## src/rtl/nn_bus_pkg.sv

```systemverilog
// nn_bus_pkg: shared types and helpers for the NN accelerator Avalon-MM burst slave.
// Holds the slave FSM state enum, address region enum, Avalon response codes,
// CSR bit positions and the address-map helper functions that derive region
// bases from PIX_DEPTH / WGT_DEPTH / NUM_RES.
package nn_bus_pkg;

    typedef enum logic [1:0] {
        StIdle,
        StWburst,
        StRburst
    } bus_state_e;

    typedef enum logic [2:0] {
        RegionPix,
        RegionWgt,
        RegionRes,
        RegionCsr,
        RegionNone
    } region_e;

    localparam logic [1:0] RespOkay      = 2'b00;
    localparam logic [1:0] RespSlvErr    = 2'b10;
    localparam logic [1:0] RespDecodeErr = 2'b11;

    localparam int unsigned CsrStartBit = 0;
    localparam int unsigned CsrIrqEnBit = 1;
    localparam int unsigned CsrDoneBit  = 2;
    localparam int unsigned CsrBusyBit  = 3;

    function automatic int unsigned wgt_base(int unsigned pix_depth);
        return pix_depth;
    endfunction

    function automatic int unsigned res_base(int unsigned pix_depth, int unsigned wgt_depth);
        return pix_depth + wgt_depth;
    endfunction

    function automatic int unsigned csr_addr(int unsigned pix_depth, int unsigned wgt_depth,
                                             int unsigned num_res);
        return pix_depth + wgt_depth + num_res;
    endfunction

    function automatic region_e decode_region(int unsigned addr, int unsigned pix_depth,
                                              int unsigned wgt_depth, int unsigned num_res);
        if (addr < wgt_base(pix_depth)) begin
            return RegionPix;
        end else if (addr < res_base(pix_depth, wgt_depth)) begin
            return RegionWgt;
        end else if (addr < csr_addr(pix_depth, wgt_depth, num_res)) begin
            return RegionRes;
        end else if (addr == csr_addr(pix_depth, wgt_depth, num_res)) begin
            return RegionCsr;
        end else begin
            return RegionNone;
        end
    endfunction

endpackage

```

## src/rtl/avalon_burst_counter.sv

```systemverilog
// avalon_burst_counter: burst bookkeeping shared by write and read bursts.
// Latches the burst base address and beat count (burstcount 0 is treated as 1),
// tracks the current beat index and flags the last beat.
// Ports:
//   clk, n_rst       clock, asynchronous active-low reset
//   load             latch load_base / load_beats this cycle
//   load_skip_first  start the index at 1 (beat 0 already performed on load)
//   load_base        burst base word address
//   load_beats       raw burstcount
//   step             advance to the next beat
//   beat_addr        base + index, wrapping modulo 2^ADDR_W
//   last_beat        current index is the final beat of the burst
module avalon_burst_counter
    import nn_bus_pkg::*;
#(
    parameter int unsigned ADDR_W  = 11,
    parameter int unsigned BURST_W = 10
) (
    input  logic               clk,
    input  logic               n_rst,
    input  logic               load,
    input  logic               load_skip_first,
    input  logic [ADDR_W-1:0]  load_base,
    input  logic [BURST_W-1:0] load_beats,
    input  logic               step,
    output logic [ADDR_W-1:0]  beat_addr,
    output logic               last_beat
);

    logic [ADDR_W-1:0]  base_q, base_d;
    logic [BURST_W-1:0] beats_q, beats_d;
    logic [BURST_W-1:0] idx_q, idx_d;

    always_comb begin
        base_d  = base_q;
        beats_d = beats_q;
        idx_d   = idx_q;
        if (load) begin
            base_d  = load_base;
            beats_d = (load_beats == '0) ? BURST_W'(1) : load_beats;
            idx_d   = load_skip_first ? BURST_W'(1) : '0;
        end else if (step) begin
            idx_d = idx_q + BURST_W'(1);
        end
    end

    always_ff @(posedge clk or negedge n_rst) begin
        if (!n_rst) begin
            base_q  <= '0;
            beats_q <= '0;
            idx_q   <= '0;
        end else begin
            base_q  <= base_d;
            beats_q <= beats_d;
            idx_q   <= idx_d;
        end
    end

    // Natural wrap of the ADDR_W-bit sum gives modulo-2^ADDR_W beat addresses.
    assign beat_addr = base_q + ADDR_W'(idx_q);
    assign last_beat = (idx_q == beats_q - BURST_W'(1));

endmodule

```

## src/rtl/avalon_burst_slave.sv

```systemverilog
// avalon_burst_slave: Avalon-MM burst slave front end for the NN core.
// Address map (words): pixels, weights, read-only results, one CSR, then unmapped.
// Writes go out as registered single-cycle pix/wgt enables; reads return one beat
// per cycle while waitrequest holds off new commands.
// Ports:
//   clk, n_rst                  clock, asynchronous active-low reset
//   address/write/read/...      Avalon-MM slave command side
//   readdata/readdatavalid/
//   response/waitrequest        Avalon-MM slave response side
//   pix_addr/pix_wen,
//   wgt_addr/wgt_wen,
//   store_data                  memory write port toward pixel/weight stores
//   res_sel/res_data            result word mux (combinational select -> data)
//   done_calc/start_calc/irq    core handshake and interrupt
module avalon_burst_slave
    import nn_bus_pkg::*;
#(
    parameter int unsigned DATA_W    = 32,
    parameter int unsigned ADDR_W    = 11,
    parameter int unsigned BURST_W   = 10,
    parameter int unsigned PIX_DEPTH = 784,
    parameter int unsigned WGT_DEPTH = 784,
    parameter int unsigned NUM_RES   = 10,
    parameter int unsigned RES_W     = 17,
    parameter int unsigned STORE_W   = 16
) (
    input  logic                       clk,
    input  logic                       n_rst,
    input  logic [ADDR_W-1:0]          address,
    input  logic                       write,
    input  logic                       read,
    input  logic [DATA_W-1:0]          writedata,
    input  logic                       beginbursttransfer,
    input  logic [BURST_W-1:0]         burstcount,
    output logic [DATA_W-1:0]          readdata,
    output logic                       readdatavalid,
    output logic [1:0]                 response,
    output logic                       waitrequest,
    output logic [ADDR_W-1:0]          pix_addr,
    output logic                       pix_wen,
    output logic [ADDR_W-1:0]          wgt_addr,
    output logic                       wgt_wen,
    output logic [STORE_W-1:0]         store_data,
    output logic [$clog2(NUM_RES)-1:0] res_sel,
    input  logic [RES_W-1:0]           res_data,
    input  logic                       done_calc,
    output logic                       start_calc,
    output logic                       irq
);

    localparam int unsigned SelW    = $clog2(NUM_RES);
    localparam int unsigned WgtBase = wgt_base(PIX_DEPTH);
    localparam int unsigned ResBase = res_base(PIX_DEPTH, WGT_DEPTH);

    bus_state_e state_q, state_d;

    logic               cnt_load;
    logic               cnt_skip_first;
    logic               cnt_step;
    logic [ADDR_W-1:0]  beat_addr;
    logic               last_beat;

    logic               wr_beat;
    logic [ADDR_W-1:0]  wr_addr;
    logic               rd_beat;
    region_e            wr_region;
    region_e            rd_region;
    logic               csr_wr;
    logic               start_fire;
    logic [DATA_W-1:0]  csr_rdata;

    logic               pix_wen_q, pix_wen_d;
    logic [ADDR_W-1:0]  pix_addr_q, pix_addr_d;
    logic               wgt_wen_q, wgt_wen_d;
    logic [ADDR_W-1:0]  wgt_addr_q, wgt_addr_d;
    logic [STORE_W-1:0] store_data_q, store_data_d;
    logic               start_calc_q, start_calc_d;
    logic               irq_en_q, irq_en_d;
    logic               done_q, done_d;
    logic               busy_q, busy_d;
    logic               irq_q, irq_d;

    // beginbursttransfer is informational; upper writedata bits are unused.
    logic unused_inputs;
    assign unused_inputs = ^{beginbursttransfer, writedata};

    avalon_burst_counter #(
        .ADDR_W  (ADDR_W),
        .BURST_W (BURST_W)
    ) u_counter (
        .clk             (clk),
        .n_rst           (n_rst),
        .load            (cnt_load),
        .load_skip_first (cnt_skip_first),
        .load_base       (address),
        .load_beats      (burstcount),
        .step            (cnt_step),
        .beat_addr       (beat_addr),
        .last_beat       (last_beat)
    );

    // Burst FSM: decides which beat (if any) is performed this cycle.
    always_comb begin
        state_d        = state_q;
        cnt_load       = 1'b0;
        cnt_skip_first = 1'b0;
        cnt_step       = 1'b0;
        wr_beat        = 1'b0;
        wr_addr        = '0;
        rd_beat        = 1'b0;
        unique case (state_q)
            StIdle: begin
                // Write wins over a simultaneous read.
                if (write) begin
                    wr_beat        = 1'b1;
                    wr_addr        = address;
                    cnt_load       = 1'b1;
                    cnt_skip_first = 1'b1;
                    if (burstcount > BURST_W'(1)) begin
                        state_d = StWburst;
                    end
                end else if (read) begin
                    cnt_load = 1'b1;
                    state_d  = StRburst;
                end
            end
            StWburst: begin
                // write low is a bubble: no beat, no index advance.
                if (write) begin
                    wr_beat = 1'b1;
                    wr_addr = beat_addr;
                    if (last_beat) begin
                        state_d = StIdle;
                    end else begin
                        cnt_step = 1'b1;
                    end
                end
            end
            StRburst: begin
                rd_beat = 1'b1;
                if (last_beat) begin
                    state_d = StIdle;
                end else begin
                    cnt_step = 1'b1;
                end
            end
            default: state_d = StIdle;
        endcase
    end

    assign waitrequest = (state_q == StRburst);
    assign wr_region   = decode_region(32'(wr_addr), PIX_DEPTH, WGT_DEPTH, NUM_RES);
    assign rd_region   = decode_region(32'(beat_addr), PIX_DEPTH, WGT_DEPTH, NUM_RES);

    // Write side effects, registered so enables are clean single-cycle pulses.
    always_comb begin
        pix_wen_d    = wr_beat && (wr_region == RegionPix);
        wgt_wen_d    = wr_beat && (wr_region == RegionWgt);
        pix_addr_d   = pix_wen_d ? wr_addr : pix_addr_q;
        wgt_addr_d   = wgt_wen_d ? ADDR_W'(32'(wr_addr) - WgtBase) : wgt_addr_q;
        store_data_d = (pix_wen_d || wgt_wen_d) ? writedata[STORE_W-1:0] : store_data_q;
    end

    // CSR: START pulses only when idle; DONE set beats W1C; START beats done_calc on BUSY.
    always_comb begin
        csr_wr       = wr_beat && (wr_region == RegionCsr);
        start_fire   = csr_wr && writedata[CsrStartBit] && !busy_q;
        start_calc_d = start_fire;
        irq_en_d     = csr_wr ? writedata[CsrIrqEnBit] : irq_en_q;
        busy_d       = busy_q;
        if (start_fire) begin
            busy_d = 1'b1;
        end else if (done_calc) begin
            busy_d = 1'b0;
        end
        done_d = done_q;
        if (done_calc) begin
            done_d = 1'b1;
        end else if (csr_wr && writedata[CsrDoneBit]) begin
            done_d = 1'b0;
        end
        irq_d = done_q && irq_en_q;
    end

    always_comb begin
        csr_rdata              = '0;
        csr_rdata[CsrIrqEnBit] = irq_en_q;
        csr_rdata[CsrDoneBit]  = done_q;
        csr_rdata[CsrBusyBit]  = busy_q;
    end

    // Read beat: decoded independently per beat, so bursts may cross regions.
    always_comb begin
        readdatavalid = rd_beat;
        readdata      = '0;
        response      = RespOkay;
        res_sel       = '0;
        if (rd_beat) begin
            unique case (rd_region)
                RegionPix, RegionWgt: response = RespSlvErr;
                RegionRes: begin
                    res_sel  = SelW'(32'(beat_addr) - ResBase);
                    readdata = DATA_W'(res_data);
                end
                RegionCsr: readdata = csr_rdata;
                default:   response = RespDecodeErr;
            endcase
        end
    end

    always_ff @(posedge clk or negedge n_rst) begin
        if (!n_rst) begin
            state_q      <= StIdle;
            pix_wen_q    <= 1'b0;
            pix_addr_q   <= '0;
            wgt_wen_q    <= 1'b0;
            wgt_addr_q   <= '0;
            store_data_q <= '0;
            start_calc_q <= 1'b0;
            irq_en_q     <= 1'b0;
            done_q       <= 1'b0;
            busy_q       <= 1'b0;
            irq_q        <= 1'b0;
        end else begin
            state_q      <= state_d;
            pix_wen_q    <= pix_wen_d;
            pix_addr_q   <= pix_addr_d;
            wgt_wen_q    <= wgt_wen_d;
            wgt_addr_q   <= wgt_addr_d;
            store_data_q <= store_data_d;
            start_calc_q <= start_calc_d;
            irq_en_q     <= irq_en_d;
            done_q       <= done_d;
            busy_q       <= busy_d;
            irq_q        <= irq_d;
        end
    end

    assign pix_wen    = pix_wen_q;
    assign pix_addr   = pix_addr_q;
    assign wgt_wen    = wgt_wen_q;
    assign wgt_addr   = wgt_addr_q;
    assign store_data = store_data_q;
    assign start_calc = start_calc_q;
    assign irq        = irq_q;

endmodule

```

## config.mk

```make
export PLATFORM = sky130hd
export DESIGN_NAME = avalon_burst_slave
export DESIGN_NICKNAME = d
export VERILOG_FILES = /design/src/rtl/nn_bus_pkg.sv /design/src/rtl/avalon_burst_counter.sv /design/src/rtl/avalon_burst_slave.sv
export SDC_FILE = /design/constraint.sdc
export NUM_CORES = 1
export LEC_CHECK = 0
export ABC_CLOCK_PERIOD_IN_PS = 8000
export CORE_ASPECT_RATIO = 1.1
export CORE_UTILIZATION = 50
export CTS_CLUSTER_DIAMETER = 150
export CTS_CLUSTER_SIZE = 24
export DETAILED_ROUTE_END_ITERATION = 12
export GPL_ROUTABILITY_DRIVEN = 0
export GPL_TIMING_DRIVEN = 0
export PLACE_DENSITY = 0.84
export SYNTH_ARGS = -nofsm -noshare
export SYNTH_HDL_FRONTEND = slang
export SYNTH_SLANG_ARGS = --single-unit
```

## constraint.sdc

```tcl
create_clock -name clk -period 8 [get_ports clk]
set_clock_uncertainty 0.15 [all_clocks]
set_input_delay 1.6 -clock clk [delete_from_list [all_inputs] [get_ports clk]]
set_output_delay 1.6 -clock clk [all_outputs]
set_load 0.05 [all_outputs]
```

==> results of run 1 <==
-- final timing paths --
path	end	from
min in group asynchronous	pix_addr[10]	n_rst
worst min register to register	u_counter.base_q[4]	u_counter.base_q[4]
worst max register to register	pix_addr[8]	u_counter.idx_q[0]
worst max-delay path	readdata[15]	u_counter.idx_q[0]
max in group asynchronous	u_counter.beats_q[7]	n_rst
worst min-delay path	u_counter.base_q[4]	u_counter.base_q[4]
-- Yosys cell counts (3+ instances only) --
cell	count
o21ai_1	7
a31oi_1	4
nand4_1	11
buf_4	17
xnor2_1	11
o21ai_0	18
mux2_1	5
nor3b_1	3
nand2_1	88
o31ai_1	4
inv_1	23
nor3_1	7
buf_2	7
xor2_1	17
and2_1	21
nand3_1	6
and3_1	7
mux2_4	8
nor4_1	4
a21oi_1	14
a211o_1	5
a211oi_1	6
mux2i_1	7
clkbuf_1	15
dfrtp_1	78
nand2b_1	4
mux2_2	19
o21bai_1	3
ha_1	16
nor2_1	24
nor2b_1	5
-- kinds of logic (layout without fill, tap and decap cells) --
logic type / Yosys count / count (layout) / share of synthesized area
simple gates: 199 / 199 / 0.1985
compound gates: 100 / 100 / 0.1544
flops: 78 / 78 / 0.3911
buf+inv: 65 / 207 / 0.06969
mux: 39 / 39 / 0.09226
xor+xnor: 28 / 28 / 0.04913
fa+ha+maj: 17 / 17 / 0.04412
other cells: 1 / 15 / 0.0007513
-- flip-flops by register name, summed over array words and instances, names as in the netlist --
| signal | cells |
|---|---|
| store_data | 16 |
| pix_wen | 1 |
| busy_q | 1 |
| pix_addr | 11 |
| irq | 1 |
| u_counter.base_q | 11 |
| done_q | 1 |
| start_calc | 1 |
| wgt_addr | 11 |
| wgt_wen | 1 |
| state_q | 2 |
| u_counter.idx_q | 10 |
| irq_en_q | 1 |
| u_counter.beats_q | 10 |
-- power breakdown --
| group | internal, W | switching [W] | leakage [nW] | total, W |
|---|---|---|---|---|
| clock | 0.000146 | 0.000157 | 0.0891 | 0.000303 |
| sequential | 0.000544 | 0.000103 | 0.974 | 0.000647 |
| combinational | 0.000561 | 0.000936 | 1.88 | 0.00150 |
| total | 0.00125 | 0.00120 | 2.94 | 0.00245 |
-- worst min-delay path, stage by stage, from the launching register on --
cell	delay [ns]
dfrtp_1	0.35
nand2_1	0.05
nand2_1	0.06
-- routing by layer --
layer,track usage,up-vias,part of all wire
met1,0.3311,2155,0.40
met3,0.04628,35,0.068
met5,0,-,0
li1,-,2124,-
met4,0.1261,0,0.030
met2,0.4733,190,0.50
-- final cells by class --
| cell class | instances | area, um2 | share of cell area |
|---|---|---|---|
| Buffer | 42 | 261.5 | 0.03924 |
| Clock buffer | 10 | 127.6 | 0.01915 |
| Clock inverter | 6 | 70.07 | 0.01051 |
| Inverter | 23 | 86.33 | 0.01296 |
| Multi-Input combinational cell | 398 | 2744 | 0.4118 |
| Sequential cell | 78 | 1952 | 0.2929 |
| Tap cell | 117 | 146.4 | 0.02197 |
| Timing Repair Buffer | 126 | 1276 | 0.1915 |
-- per-stage QoR --
stage | worst slack (ns) | cell area [um2] | power [W]
2_1_floorplan | 2.539 | 5044 | 0.001698
3_3_place_gp | 2.103 | 6441 | 0.002073
3_5_place_dp | 2.008 | 6466 | 0.002129
4_1_cts | 1.591 | 6664 | 0.002440
5_1_grt | 1.265 | 6664 | 0.002585
6_report | 1.580 | 6664 | 0.002447
==> results.yml, run 1 <==
power_and_ir_drop:
  ir_drop_v: 0.0002517
  p_leak_nw: 2.940
  powerDensity_nw_per_um2: 367.2
logic_synthesis:
  ys_seq_area_frac: 0.3911
  synthArstFlopShare: 1.000
  synth-seq-cells: 78
  synthFlopType: "dfrtp_1"
  synth-edff-count: 0
  synth.distinct_cells: 79
  synth_warnings: 0
  yosysTopAreaCell: "dfrtp_1"
  syn_area_um2: 4991
  synth.area.top_cells: "dfrtp_1 (39%), nand2_1 (6.6%), mux2_2 (4.3%), ha_1 (4.0%), xor2_1 (3.0%)"
  avgSynthCellArea_um2: 9.471
  yosysTopAreaCellShare: 0.3911
  netlist_instances: 527
min_path:
  hold_class: "flop to flop"
  hold_depth: 2
clocking:
  htreeDepth: 3
  cts_tree: "built"
  clkSlewWorstSetupHoldPaths_ns: 0.08
  cts_num_sinks: 78
  cts_hold_buf: 0
  ctsResizeCount: 0
  cts-root-buf: "clkbuf_8"
  clock_path_buffers: 2
  cts_setup_buffers: 0
  clock_latency_ns: 0.36
  numCtsBuffers: 9
worst_setup_path:
  cp-start-kind: "flop"
  reg2reg_depth: 12
  crit_fanout: 10
  path_buf_inv: 4
  slowest_delay_ns: 0.70
  cp.depth: 14
  critPathCaptureType: "primary output"
  critical_path.top_delay_family: "compound AO/OA/AOI/OAI gates"
  cp.arrival_ns: 4.67
  rrSetupSlack_ns: 4.02
  cp_slowest_cell: "clkdlybuf4s50_1"
  worstSetupPathType: "flop to primary output"
  crit_required_ns: 6.25
  cp_cell_sequence: "ha_1 > inv_1 > fa_1 > nand2b_2 > a211o_1 > a211o_1 > a211oi_2 > a21boi_1 > o22ai_2 > and3_1 > buf_2 > buf_2 > and2_1 > clkdlybuf4s50_1"
cells_and_area:
  fill_cells: 757
  fin_util: 0.6988
  drive_above_1_share: 0.1332
  layout_commonest_cell: "clkdlybuf4s50_1"
  final_cell_mix: "clkdlybuf4s50_1 (124), nand2_1 (88), dfrtp_1 (78)"
  final_cells: 800
  n_antenna_cell: 0
  syn_to_final_growth_pct: 33.52
  nets: 771
sta:
  setup_tns_ns: 0
  slew_headroom: 0.6130
  fin_crit_sh: 0.8025
  fmax_mhz: 155.8
  worstMarginPinSlew_ns: 0.5805
  period_needed_ns: 6.420
  final_max_slew_viol_count: 0
  rsz0062_at_grt: "no"
  holdWs_ns: 0.3406
  setup_viol: 0
  hold_violations: 0
route:
  via_count: 4504
  drt-pass1-iter-count: 6
  antenna_left: 0
  detail_route.wirelength_um: 13630
  routedWlPerCell_um: 17.04
  drc: 0
  first_iter_violations: 342
  via_per_inst: 5.630
global_routing:
  grt_antenna_before_repair: 0
  grt_use_total: 0.2722
  grt_pass1_vias: 4464
  grt_max_degree: 52
  grt_pass1_wl_um: 22190
  grt_overflow: 0
floorplan:
  start_util: 0.5234
  die_height_um: 106.8
  fp.dieW_um: 97.26
  ios: 158
  dieArea_um2: 10390
  fp-row-count: 37
  core-area_um2: 9537
place:
  hpwlAfterDp_um: 10490
  place_inst: 784
  port_buffers: 125
run:
  drv_cap: 0
status:
  run_status: "finished clean"
Note: power is estimated with default switching activity, not from simulation.
==> run 2: changes to the inputs <==
ABC_CLOCK_PERIOD_IN_PS = 5800   (was 8000)
CORE_UTILIZATION = 43   (was 50)
PLACE_DENSITY = 0.77   (was 0.84)
clock period = 5.8 ns   (was 8 ns; I/O delays follow)
==> results.yml, run 2 (synthesis gave the netlist of run 1 again) <==
clocking:
  clock_path_buffers: 2
  cts-root-buf: "clkbuf_16"
  ctsResizeCount: 12
  cts_num_sinks: 78
  clkSlewWorstSetupHoldPaths_ns: 0.06
  htreeDepth: 3
  numCtsBuffers: 9
  cts_setup_buffers: 0
  cts_hold_buf: 0
  cts_tree: "built"
  clock_latency_ns: 0.34
sta:
  period_needed_ns: 5.764
  fmax_mhz: 173.5
  fin_crit_sh: 0.9939
  holdWs_ns: 0.3417
  worstMarginPinSlew_ns: 0.5670
  rsz0062_at_grt: "yes"
  setup_viol: 0
  final_max_slew_viol_count: 0
  hold_violations: 0
  slew_headroom: 0.6220
route:
  routedWlPerCell_um: 16.21
  first_iter_violations: 261
  drt-pass1-iter-count: 4
  via_count: 4463
  via_per_inst: 5.377
  antenna_left: 0
  drc: 0
  detail_route.wirelength_um: 13460
floorplan:
  start_util: 0.4492
  fp-row-count: 40
  core-area_um2: 11110
  fp.dieW_um: 104.7
  ios: 158
  die_height_um: 115.0
  dieArea_um2: 12040
status:
  run_status: "finished clean"
worst_setup_path:
  worstSetupPathType: "flop to primary output"
  rrSetupSlack_ns: 1.82
  reg2reg_depth: 12
  critPathCaptureType: "primary output"
  crit_fanout: 9
  cp.arrival_ns: 4.45
  cp_common_cell: "a211o_1"
  critPathCapture: "readdata[0]"
  cp_slowest_cell: "clkdlybuf4s50_1"
  startpoint: "u_counter.idx_q[0]"
  cp_cell_sequence: "ha_1 > inv_1 > fa_1 > nand2b_2 > a211o_1 > a211o_1 > a211oi_2 > a21boi_1 > o22ai_2 > and3_1 > buf_2 > and2_1 > clkdlybuf4s50_1"
  worstReg2RegStart: "u_counter.idx_q[0]"
  r2r-end: "wgt_addr[8]"
  slowest_delay_ns: 0.69
  cp-start-kind: "flop"
  crit_required_ns: 4.49
global_routing:
  grt_pass1_wl_um: 21960
  grt_use_total: 0.2299
  grt_overflow: 0
  grt_max_degree: 53
  grt_pass1_vias: 4553
  grt_antenna_before_repair: 0
power_and_ir_drop:
  p_leak_nw: 3.145
  ir_drop_v: 0.0004153
  powerDensity_nw_per_um2: 511.6
min_path:
  hold_class: "flop to flop"
cells_and_area:
  nets: 771
  final_cell_mix: "clkdlybuf4s50_1 (106), nand2_1 (88), dfrtp_1 (78)"
  largest_register_ffs: 16
  syn_to_final_growth_pct: 35.70
  drive_above_1_share: 0.1376
  layout_commonest_cell: "clkdlybuf4s50_1"
  final_area_um2: 6773
  n_antenna_cell: 0
run:
  drv_cap: 0
place:
  port_buffers: 125
  hpwlAfterDp_um: 10560
  placed_area_um2: 6504
==> run 2: cell types whose count changed in the layout (fill, tap and decap cells not counted), sizes merged <==
cell,change
bufinv,-1
clkdlybuf4s50,-18
dlymetal6s2s,+6
clkbuf,+2
dlygate4sd2,+10
inv,-1
clkinv,+2
==> run 2: through the flow <==
stage	setup TNS, ns	instances	worst slack [ns]	utilization	total power (W)
2_1_floorplan	0	541	0.7786	-	0.002343
3_3_place_gp	0	813	0.3365	0.5831	0.002867
3_5_place_dp	0	814	0.2088	0.5854	0.002937
4_1_cts	0	830	0.01350	0.6089	0.003475
5_1_grt	-1.119	830	-0.1473	0.6096	0.003667
6_report	0	830	0.03553	0.6096	0.003465
==> run 2: how the worst min path moves through the flow <==
| stage | from | to | slack [ns] | cells after the start |
|---|---|---|---|---|
| CTS | u_counter.base_q[6] | u_counter.base_q[6] | 0.34 | 2 |
| detailed placement | u_counter.base_q[4] | u_counter.base_q[4] | 0.33 | 2 |
| floorplan | u_counter.base_q[0] | u_counter.base_q[0] | 0.30 | 2 |
| global placement | u_counter.base_q[3] | u_counter.base_q[3] | 0.31 | 2 |
| finish | pix_addr[5] | pix_addr[5] | 0.34 | 1 |
| global route | pix_addr[5] | pix_addr[5] | 0.36 | 1 |
==> run 2: layout make-up <==
| type | count | area [um2] |
|---|---|---|
| inverters | 23 | 86.33 |
| fillers | 952 | 4338 |
| well taps | 147 | 183.9 |
| flip-flops and latches | 78 | 1952 |
| clock buffers | 10 | 239.0 |
| repair buffers | 126 | 1269 |
| multi-input cells | 398 | 2744 |
| plain buffers | 42 | 261.5 |
| clock inverters | 6 | 37.54 |
==> run 2: power by group <==
group          switching (W)  internal [W]
clock network       0.000222      0.000299
logic                0.00128      0.000774
registers           0.000142      0.000751
==> run 2: worst max-delay path, delay by kind of cell, from the launching register on <==
family	cells	cell delay, ns
buffers and inverters	3	0.93
adders and majority gates	2	0.65
DFF	1	0.46
and+or+nand+nor	3	0.60
AOI/OAI and AO/OA	5	1.44
==> run 2: per-layer routing <==
layer / wire (um) / vias up / share of wire / global-route usage
li1: - / 2116 / - / -
met1: 5599 / 2154 / 0.42 / 0.2781
met2: 6720 / 166 / 0.50 / 0.3969
met3: 828 / 27 / 0.062 / 0.05045
met4: 309 / 0 / 0.023 / 0.1005
met5: 0 / - / 0 / 0
